## src/rtl/mem_pkg.sv

```systemverilog
// ============================================================================
// Module   : mem_pkg
// Purpose  : Shared definitions for the bit-memory load path: bank count,
//            bank-select width and the loader state encoding.
// Ports    : (package - none)
// Revision : 1.0 - initial release
// ============================================================================
`default_nettype none

package mem_pkg;

  // Both the x and w memories are split into this many banks.
  localparam int NUM_BANKS = 4;

  // Width of a bank select; must cover NUM_BANKS.
  localparam int SEL_W = 2;

  // Loader states. Each memory write is an ACC (wait for a stream bit)
  // followed by a single WR cycle that pulses the write enable.
  typedef enum logic [2:0] {
    ST_IDLE  = 3'd0,
    ST_X_ACC = 3'd1,
    ST_X_WR  = 3'd2,
    ST_W_ACC = 3'd3,
    ST_W_WR  = 3'd4,
    ST_DONE  = 3'd5
  } state_t;

endpackage : mem_pkg

`default_nettype wire

```

## src/rtl/mem_loader_bank_addr_ctr.sv

```systemverilog
// ============================================================================
// Module   : bank_addr_ctr
// Purpose  : Bank/address walker for one banked bit memory. Steps through
//            addresses 0..DEPTH-1 of bank 0, then bank 1, and so on. After
//            the last address of the last bank it wraps back to bank 0,
//            address 0.
// Ports    : clk, rst_n      - clock, asynchronous active-low reset
//            clr             - synchronous clear of addr/sel to 0
//            inc             - advance one bit position
//            addr [AW-1:0]   - current bit address within the bank
//            sel  [SEL_W-1:0]- current bank select
//            last            - current position is the final bit of the
//                              final bank
// Revision : 1.0 - initial release
// ============================================================================
`default_nettype none

module bank_addr_ctr
  import mem_pkg::*;
#(
  parameter int AW    = 10,
  parameter int DEPTH = 1024
) (
  input  logic             clk,
  input  logic             rst_n,
  input  logic             clr,
  input  logic             inc,
  output logic [AW-1:0]    addr,
  output logic [SEL_W-1:0] sel,
  output logic             last
);

  localparam logic [AW-1:0]    c_last_addr = AW'(DEPTH - 1);
  localparam logic [SEL_W-1:0] c_last_sel  = SEL_W'(NUM_BANKS - 1);

  logic w_addr_wrap;

  assign w_addr_wrap = (addr == c_last_addr);
  assign last        = w_addr_wrap && (sel == c_last_sel);

  always_ff @(posedge clk or negedge rst_n) begin
    if (!rst_n) begin
      addr <= '0;
      sel  <= '0;
    end else if (clr) begin
      addr <= '0;
      sel  <= '0;
    end else if (inc) begin
      if (w_addr_wrap) begin
        addr <= '0;
        sel  <= sel + 1'b1;
      end else begin
        addr <= addr + 1'b1;
      end
    end
  end

endmodule : bank_addr_ctr

`default_nettype wire

```

## src/rtl/mem_loader.sv

```systemverilog
// ============================================================================
// Module   : mem_loader
// Purpose  : Bit-serial load controller for the banked activation (x) and
//            weight (w) bit memories. Accepts one bit per valid/ready
//            handshake and writes x banks 0..3 followed by w banks 0..3.
//            Every write is a setup (ACC) cycle followed by a one-cycle
//            write strobe (WR), so address and data are already stable
//            whenever the level-sensitive memories see we high.
// Ports    : clk, rst_n        - clock, asynchronous active-low reset
//            start             - begin a load (only honoured in IDLE)
//            in_valid, in_data - stream bit handshake (input side)
//            in_ready          - loader accepts a bit this cycle
//            data_in           - write data to the memory system
//            we_x, we_w        - write strobes (never both high)
//            address_x/_w      - bit address within the selected bank
//            sel_x/_w          - bank selects
//            busy              - high from leaving IDLE through DONE
//            done              - one-cycle pulse at load completion
// Revision : 1.0 - initial release
// ============================================================================
`default_nettype none

module mem_loader
  import mem_pkg::*;
#(
  parameter int X_AW   = 10,
  parameter int W_AW   = 20,
  parameter int X_BITS = 1024,
  parameter int W_BITS = 1024
) (
  input  logic             clk,
  input  logic             rst_n,
  input  logic             start,
  input  logic             in_valid,
  input  logic             in_data,
  output logic             in_ready,
  output logic             data_in,
  output logic             we_x,
  output logic             we_w,
  output logic [X_AW-1:0]  address_x,
  output logic [W_AW-1:0]  address_w,
  output logic [SEL_W-1:0] sel_x,
  output logic [SEL_W-1:0] sel_w,
  output logic             busy,
  output logic             done
);

  state_t r_state;
  state_t w_next_state;

  logic w_accept;
  logic w_ctr_clr;
  logic w_x_inc;
  logic w_w_inc;
  logic w_x_last;
  logic w_w_last;

  // in_ready is a registered copy of "state is an ACC state", so this
  // handshake only ever fires in X_ACC / W_ACC.
  assign w_accept = in_valid && in_ready;

  // Counters restart on a fresh load and are returned to zero on the way
  // back to IDLE, so the memory-side outputs read 0 between loads.
  assign w_ctr_clr = ((r_state == ST_IDLE) && start) || (r_state == ST_DONE);

  // Addresses advance on the edge that ends the WR cycle, i.e. the same
  // edge at which we_* falls.
  assign w_x_inc = (r_state == ST_X_WR);
  assign w_w_inc = (r_state == ST_W_WR);

  // --------------------------------------------------------------------------
  // Address walkers
  // --------------------------------------------------------------------------
  bank_addr_ctr #(
    .AW    (X_AW),
    .DEPTH (X_BITS)
  ) u_x_ctr (
    .clk   (clk),
    .rst_n (rst_n),
    .clr   (w_ctr_clr),
    .inc   (w_x_inc),
    .addr  (address_x),
    .sel   (sel_x),
    .last  (w_x_last)
  );

  bank_addr_ctr #(
    .AW    (W_AW),
    .DEPTH (W_BITS)
  ) u_w_ctr (
    .clk   (clk),
    .rst_n (rst_n),
    .clr   (w_ctr_clr),
    .inc   (w_w_inc),
    .addr  (address_w),
    .sel   (sel_w),
    .last  (w_w_last)
  );

  // --------------------------------------------------------------------------
  // FSM: state register
  // --------------------------------------------------------------------------
  always_ff @(posedge clk or negedge rst_n) begin
    if (!rst_n) begin
      r_state <= ST_IDLE;
    end else begin
      r_state <= w_next_state;
    end
  end

  // --------------------------------------------------------------------------
  // FSM: next-state logic
  // --------------------------------------------------------------------------
  always_comb begin
    w_next_state = r_state;
    case (r_state)
      ST_IDLE: begin
        if (start) begin
          w_next_state = ST_X_ACC;
        end
      end
      ST_X_ACC: begin
        if (w_accept) begin
          w_next_state = ST_X_WR;
        end
      end
      ST_X_WR: begin
        // last is evaluated on the position being written now, before
        // the counter advances at this edge.
        w_next_state = w_x_last ? ST_W_ACC : ST_X_ACC;
      end
      ST_W_ACC: begin
        if (w_accept) begin
          w_next_state = ST_W_WR;
        end
      end
      ST_W_WR: begin
        w_next_state = w_w_last ? ST_DONE : ST_W_ACC;
      end
      ST_DONE: begin
        w_next_state = ST_IDLE;
      end
      default: begin
        w_next_state = ST_IDLE;
      end
    endcase
  end

  // --------------------------------------------------------------------------
  // Registered outputs. Decoding the next state into flops keeps every
  // strobe aligned with the state it belongs to while leaving no
  // combinational path from the inputs to any output.
  // --------------------------------------------------------------------------
  always_ff @(posedge clk or negedge rst_n) begin
    if (!rst_n) begin
      in_ready <= 1'b0;
      we_x     <= 1'b0;
      we_w     <= 1'b0;
      busy     <= 1'b0;
      done     <= 1'b0;
      data_in  <= 1'b0;
    end else begin
      in_ready <= (w_next_state == ST_X_ACC) || (w_next_state == ST_W_ACC);
      we_x     <= (w_next_state == ST_X_WR);
      we_w     <= (w_next_state == ST_W_WR);
      busy     <= (w_next_state != ST_IDLE);
      done     <= (w_next_state == ST_DONE);
      if (r_state == ST_DONE) begin
        data_in <= 1'b0;
      end else if (w_accept) begin
        data_in <= in_data;
      end
    end
  end

endmodule : mem_loader

`default_nettype wire

```

## config.mk

```make
export PLATFORM = sky130hd
export DESIGN_NAME = mem_loader
export DESIGN_NICKNAME = d
export VERILOG_FILES = /design/src/rtl/mem_pkg.sv /design/src/rtl/mem_loader_bank_addr_ctr.sv /design/src/rtl/mem_loader.sv
export SDC_FILE = /design/constraint.sdc
export NUM_CORES = 1
export LEC_CHECK = 0
export CAP_MARGIN = 0
export CORE_ASPECT_RATIO = 1.4
export CORE_MARGIN = 1
export CORE_UTILIZATION = 40
export CTS_CLUSTER_DIAMETER = 80
export CTS_CLUSTER_SIZE = 8
export DETAILED_ROUTE_END_ITERATION = 8
export MAX_ROUTING_LAYER = met4
export PLACE_DENSITY = 0.67
export SYNTH_ARGS = -nofsm -noshare
export SYNTH_HDL_FRONTEND = slang
export SYNTH_SLANG_ARGS = --single-unit
export TNS_END_PERCENT = 5
```

## constraint.sdc

```tcl
create_clock -name clk -period 1.6 [get_ports clk]
set_input_delay 0.24 -clock clk [delete_from_list [all_inputs] [get_ports clk]]
set_output_delay 0.24 -clock clk [all_outputs]
set_load 0.01 [all_outputs]
```

==> results.json, run 1 <==
{
  "outcome": "complete, but fails checks",
  "violations": "setup timing",
  "grt_max_degree": 24,
  "syn_nets": 247,
  "finalHoldViolations": 0,
  "wl_per_cell_um": 14.5,
  "power_frac_comb_pct": 50.0,
  "finClkSkew_ns": 0.0104,
  "vias": 2159,
  "dr.pass1.iters": 4,
  "worstMarginPinSlew_ns": 0.527,
  "synth-seq-cells": 43,
  "worstSetupEndpointType": "flip-flop",
  "p_int_mw": 2.91,
  "rows": 32,
  "start_kind": "flip-flop",
  "die_area_sq_um": 6060,
  "cts.root.buffer_cell": "clkbuf_8",
  "cp.arrival_ns": 1.98,
  "die_h_um": 91.7,
  "gp_congestion": 0.862,
  "regArea_sq_um": 1080,
  "post_synth_instance_area_sq_um": 2300,
  "grt_pass1_wl_um": 9770,
  "crit_chain": "ha_2 -> and3_4 -> and4_4 -> buf_6 -> a21oi_4 -> buf_12 -> a41oi_1 -> a31oi_1",
  "period_minus_slack_ns": 1.74,
  "power.net_switching_mw": 1.77,
  "synth_cell_types": 45,
  "sequentialPowerShare_pct": 34.3,
  "reg2regPathDepth": 8,
  "worstSetupPathType": "flip-flop to flip-flop",
  "n_fill_cell": 510,
  "cpMaxStageDelayCell": "dfrtp_2",
  "cpPeakStageDelay_ns": 0.42,
  "layout_commonest_cell": "buf_4",
  "place_hpwl_um": 4220,
  "required_ns": 1.83,
  "final_antenna_net_count": 0,
  "syn-instance-count": 238,
  "multiInputGateArea_sq_um": 1250,
  "power_leakage_nw": 1.64,
  "yosysWarningCount": 0,
  "grt_overflow": 0,
  "cp.depth": 8,
  "cts_sinks": 43,
  "diodes": 0,
  "grt_usage_pct": 21.4,
  "clk_pin_slew_ns": 0.09,
  "drive_gt1_share_pct": 28.5,
  "routed_wirelength_um": 5800,
  "vias_per_cell": 5.38,
  "cts_inserted_buffers": 5,
  "mostFrequentLayoutCells": "46 x buf_4, 39 x dfrtp_1, 26 x nand2_1, 26 x clkdlybuf4s50_1, 22 x nor2_1",
  "finalSetupViolations": 20,
  "syn2layout_area_growth_pct": 47.8,
  "clock_latency_ns": 0.31,
  "slew_viol_final": 0,
  "core_area_sq_um": 5530,
  "cts_tree": "yes",
  "finalWorstSetupSlack_ns": -0.143,
  "drc": 0,
  "path_buf_inv": 2,
  "hold_class": "input port to async pin",
  "fin_crit_sh_pct": 109,
  "drt_iter0_markers": 71,
  "crit_family": "compound AO/OA/AOI/OAI gates",
  "rsz0062_at_grt": "true",
  "timing.fmax_mhz": 574,
  "worst-path-max-fanout": 15,
  "ys_seq_area_share_pct": 46.8,
  "slew_headroom_pct": 64.9,
  "swShare_pct": 37.8,
  "h-tree-depth": 2,
  "num-nets-final": 341,
  "die_w_um": 66.1,
  "antenna_found_initial": 0,
  "io_buffers": 44,
  "grt_pass1_vias": 2146,
  "cts_max_path_buffers": 2,
  "io_pins": 45,
  "maxCapViolations": 0,
  "powerDensity_nw_per_um2": 1370,
  "start_util_pct": 41.6,
  "power.clock.fraction_pct": 15.7,
  "whs_ns": 0.434,
  "fin_util_pct": 61.5,
  "synth_area_per_cell_sq_um": 9.67,
  "ir_drop_mv": 0.851
}
[timing repair]
action	4_1_cts	5_1_grt
hold buffers	1	0
endpoints found under the hold margin	20	0
buffers inserted	0	1
pin swaps	8	8
endpoints found under the setup margin	35	51
resized for setup	15	28
[metrics by stage]
stage / area [sq um] / worst slack, ns / std cells / setup TNS [ns] / total power [mW]
floorplan: 2320 / -0.00715 / 238 / -0.0129 / 2.67
global placement: 3160 / -0.361 / 391 / -7.70 / 3.85
detailed placement: 3160 / -0.401 / 391 / -8.02 / 3.89
CTS: 3300 / -0.120 / 400 / -0.899 / 4.65
global route: 3400 / -0.195 / 401 / -3.21 / 4.98
finish: 3400 / -0.143 / 401 / -1.46 / 4.68
[cell families (layout without fill, tap and decap cells)]
| family | Yosys count | after routing | synth area share (%) |
|---|---|---|---|
| compound gates | 51 | 51 | 15.6 |
| buf+inv | 11 | 106 | 3.04 |
| flops | 43 | 43 | 46.8 |
| simple gates | 112 | 112 | 25.8 |
| mux | 3 | 3 | 1.36 |
| fa+ha+maj | 4 | 4 | 2.18 |
| xor+xnor | 14 | 14 | 5.33 |
[power groups by stage]
stage / Clock, mW / Combinational, mW / Sequential, mW
after global placement: 0 / 2.24 / 1.61
after detailed placement: 0 / 2.28 / 1.62
after floorplan: 0 / 0.859 / 1.81
after CTS: 0.743 / 2.30 / 1.61
final: 0.732 / 2.34 / 1.61
after global routing: 0.791 / 2.54 / 1.65
[area by class of cell]
class / instances / area share, %
Multi-Input combinational cell: 184 / 36.8
Sequential cell: 43 / 31.8
Timing Repair Buffer: 95 / 25.9
Tap cell: 68 / 2.50
Clock buffer: 5 / 2.02
Clock inverter: 3 / 0.699
Inverter: 3 / 0.331
[state kept, by name, indices dropped and copies added, names as in the netlist]
signal,cells
u_w_ctr.addr,20
u_x_ctr.addr,10
r_state,3
u_w_ctr.sel,2
u_x_ctr.sel,2
busy,1
data_in,1
done,1
in_ready,1
we_w,1
we_x,1
[Yosys cell counts (all sizes together)]
master | instances | area share [%]
dfrtp | 43 | 47
nand2 | 27 | 4.4
nor2 | 25 | 4.5
o21ai | 16 | 3.6
a21oi | 12 | 4.1
nand3 | 12 | 2.6
and3 | 10 | 2.7
xnor2 | 10 | 3.8
a31oi | 9 | 2.4
buf | 7 | 2.4
nand4 | 7 | 1.9
nor3 | 7 | 1.5
nor4 | 6 | 2.2
and4 | 5 | 2.0
and2 | 4 | 1.1
ha | 4 | 2.2
nor2b | 4 | 1.1
xor2 | 4 | 1.5
a41oi | 3 | 1.1
inv | 3 | 0.49
a22o | 2 | 0.76
a31o | 2 | 0.76
mux2i | 2 | 0.87
nor3b | 2 | 0.65
o31a | 2 | 0.76
a21bo | 1 | 0.44
a21boi | 1 | 0.33
a21o | 1 | 0.38
a32o | 1 | 0.44
clkbuf | 1 | 0.16
mux2 | 1 | 0.49
nand2b | 1 | 0.27
nand3b | 1 | 0.33
o2bb2ai | 1 | 0.38
or3b | 1 | 0.49
[path summary, 6_finish.rpt]
path                                 start               end  slack (ns)
max in group asynchronous            rst_n   u_x_ctr.addr[2]        0.67
min in group clk                   in_data           data_in        0.48
max                        u_w_ctr.addr[0]  u_w_ctr.addr[12]       -0.14
max reg2reg                u_w_ctr.addr[0]  u_w_ctr.addr[12]       -0.14
min reg2reg                 u_w_ctr.sel[1]    u_w_ctr.sel[1]        0.52
min                                  rst_n  u_w_ctr.addr[19]        0.43
[routing by layer]
metal | track usage, % | wire [um]
met5 | - | 0
met4 | 8.16 | 117
met3 | 4.10 | 241
met2 | 36.1 | 2980
met1 | 24.7 | 2460
(Power assumes the default switching activity.)
==> run 2: changes to the inputs <==
--- a/config.mk
+++ b/config.mk
@@ -6,7 +6,7 @@
 export NUM_CORES = 1
 export LEC_CHECK = 0
 export CAP_MARGIN = 0
-export CORE_ASPECT_RATIO = 1.4
+export CORE_ASPECT_RATIO = 1.75
 export CORE_MARGIN = 1
 export CORE_UTILIZATION = 40
 export CTS_CLUSTER_DIAMETER = 80
==> run 2 against run 1 <==
The run still ends with setup timing left. Fmax is 0.33% higher. Die area is 0.13% higher. Power is 0.30% lower. Sequential power hardly changed. Largest cell class unchanged.
==> results.json, run 2 (synthesized netlist as in run 1, its figures left out) <==
{
  "outcome": "complete, but fails checks",
  "violations": "setup timing",
  "period_minus_slack_ns": 1.74,
  "placed_cells": 401,
  "required_ns": 1.81,
  "h-tree-depth": 2,
  "diodes": 0,
  "finClkSkew_ns": 0.00892,
  "gp_congestion": 0.890,
  "grt_usage_pct": 22.0,
  "grt_max_degree": 44,
  "grt_overflow": 0,
  "largest_register_ffs": 20,
  "p_int_mw": 2.90,
  "wl_per_cell_um": 15.2,
  "power_frac_comb_pct": 50.5,
  "finalHoldViolations": 0,
  "top_register": "u_w_ctr.addr",
  "io_pins": 45,
  "reg.largest.list": "u_w_ctr.addr (20), u_x_ctr.addr (10), r_state (3)",
  "powerDensity_nw_per_um2": 1360,
  "antenna_found_initial": 0,
  "syn2layout_area_growth_pct": 48.5,
  "ir_drop_mv": 0.948,
  "rsz0062_at_grt": "true",
  "die_area_sq_um": 6070,
  "fin_crit_sh_pct": 109,
  "finalWorstSetupSlack_ns": -0.137,
  "drc": 0,
  "grt_pass1_vias": 2181,
  "start_kind": "flip-flop",
  "fin_util_pct": 61.7,
  "rrSetupSlack_ns": -0.14,
  "crit_chain": "ha_4 -> and3_4 -> and4_4 -> buf_6 -> a21oi_4 -> buf_12 -> a41oi_2 -> a31oi_1",
  "worstMarginPinSlew_ns": 0.635,
  "start_util_pct": 41.5,
  "swShare_pct": 37.8,
  "drive_gt1_share_pct": 26.9,
  "clk_pin_slew_ns": 0.09,
  "core_area_sq_um": 5540,
  "cpMaxStageDelayCell": "dfrtp_2",
  "vias_per_cell": 5.38,
  "finish.cell_count_without_fillers": 411,
  "power.clock.fraction_pct": 14.6,
  "rows": 36,
  "num-nets-final": 343,
  "routed_wirelength_um": 6230,
  "dr.pass1.iters": 4,
  "cpPeakStageDelay_ns": 0.43,
  "cts_tree": "yes",
  "cts_inserted_buffers": 5,
  "drt_iter0_markers": 90,
  "vias": 2210,
  "power.net_switching_mw": 1.76,
  "cts.root.buffer_cell": "clkbuf_8",
  "clock_latency_ns": 0.29,
  "maxCapViolations": 0,
  "die_w_um": 59.3,
  "place_hpwl_um": 4510,
  "worstSetupPathType": "flip-flop to flip-flop",
  "hold_class": "input port to async pin",
  "worstSetupEndpointType": "flip-flop",
  "io_buffers": 44,
  "die_h_um": 102,
  "cts_max_path_buffers": 2,
  "grt_pass1_wl_um": 9810,
  "worst-path-max-fanout": 8,
  "mostFrequentLayoutCells": "47 x buf_4, 40 x dfrtp_1, 28 x clkdlybuf4s50_1",
  "power_leakage_nw": 1.63,
  "timing.fmax_mhz": 576,
  "cts_sinks": 43,
  "n_fill_cell": 461,
  "slew_viol_final": 0,
  "slew_headroom_pct": 57.4,
  "cp.arrival_ns": 1.95,
  "finalSetupViolations": 23,
  "layout_commonest_cell": "buf_4",
  "final_antenna_net_count": 0,
  "sequentialPowerShare_pct": 34.9
}
-- run 2: metal layers --
metal	track usage (%)	wire, um
met2	40.0	3440
met1	22.7	2370
met5	-	0
met4	9.71	207
met3	3.16	207
-- run 2: cell type report --
class	instances	area (sq um)	area share, %
clock buffer	7	76.3	2.23
clock inverter	1	5.00	0.146
inverter	3	11.3	0.330
multi-input combinational	184	1240	36.2
sequential	43	1080	31.6
tap	76	95.1	2.78
timing repair buffer	97	912	26.7
-- run 2: what timing repair did --
| action | CTS | global route |
|---|---|---|
| gates resized for setup | 15 | 19 |
| endpoints found under the setup margin | 30 | 42 |
| buffers inserted | 0 | 0 |
| cloned | 0 | 1 |
| hold buffers | 1 | 0 |
| hold endpoints to repair | 43 | 0 |
| pin swaps | 12 | 6 |
-- run 2: critical path: cells and delay by family, from the launching register on --
kind,cells,cell delay [ns]
AO/OA/AOI/OAI,3,0.46
adder cells (fa/ha/maj),1,0.16
buffers and inverters,2,0.29
flip-flops,1,0.43
AND/OR/NAND/NOR,2,0.31
-- run 2: power by group through the flow --
stage,clock [mW],combinational [mW],sequential (mW)
after floorplan,0,0.859,1.81
after global placement,0,2.29,1.62
after detailed placement,0,2.31,1.63
after CTS,0.691,2.34,1.62
after global routing,0.737,2.55,1.66
final,0.680,2.36,1.63
-- run 2: final timing paths --
path,from,to,cells after the start
worst min-delay path,rst_n,u_w_ctr.addr[11],3
min in group clk,in_data,data_in,3
max in group asynchronous,rst_n,r_state[2],3
worst min register to register,data_in,data_in,2
worst max-delay path,u_w_ctr.addr[0],u_w_ctr.addr[12],8
worst max register to register,u_w_ctr.addr[0],u_w_ctr.addr[12],8
-- run 2: through the flow --
step	setup WS, ns	area, sq um	power (mW)	hold slack, ns	TNS [ns]
after CTS	-0.137	3330	4.65	0.452	-0.931
after detailed placement	-0.371	3190	3.94	0.239	-7.90
after floorplan	-0.00715	2320	2.67	-0.0556	-0.0129
after global placement	-0.349	3190	3.91	0.237	-7.60
final	-0.137	3420	4.66	0.426	-1.38
after global routing	-0.198	3420	4.95	0.447	-3.25
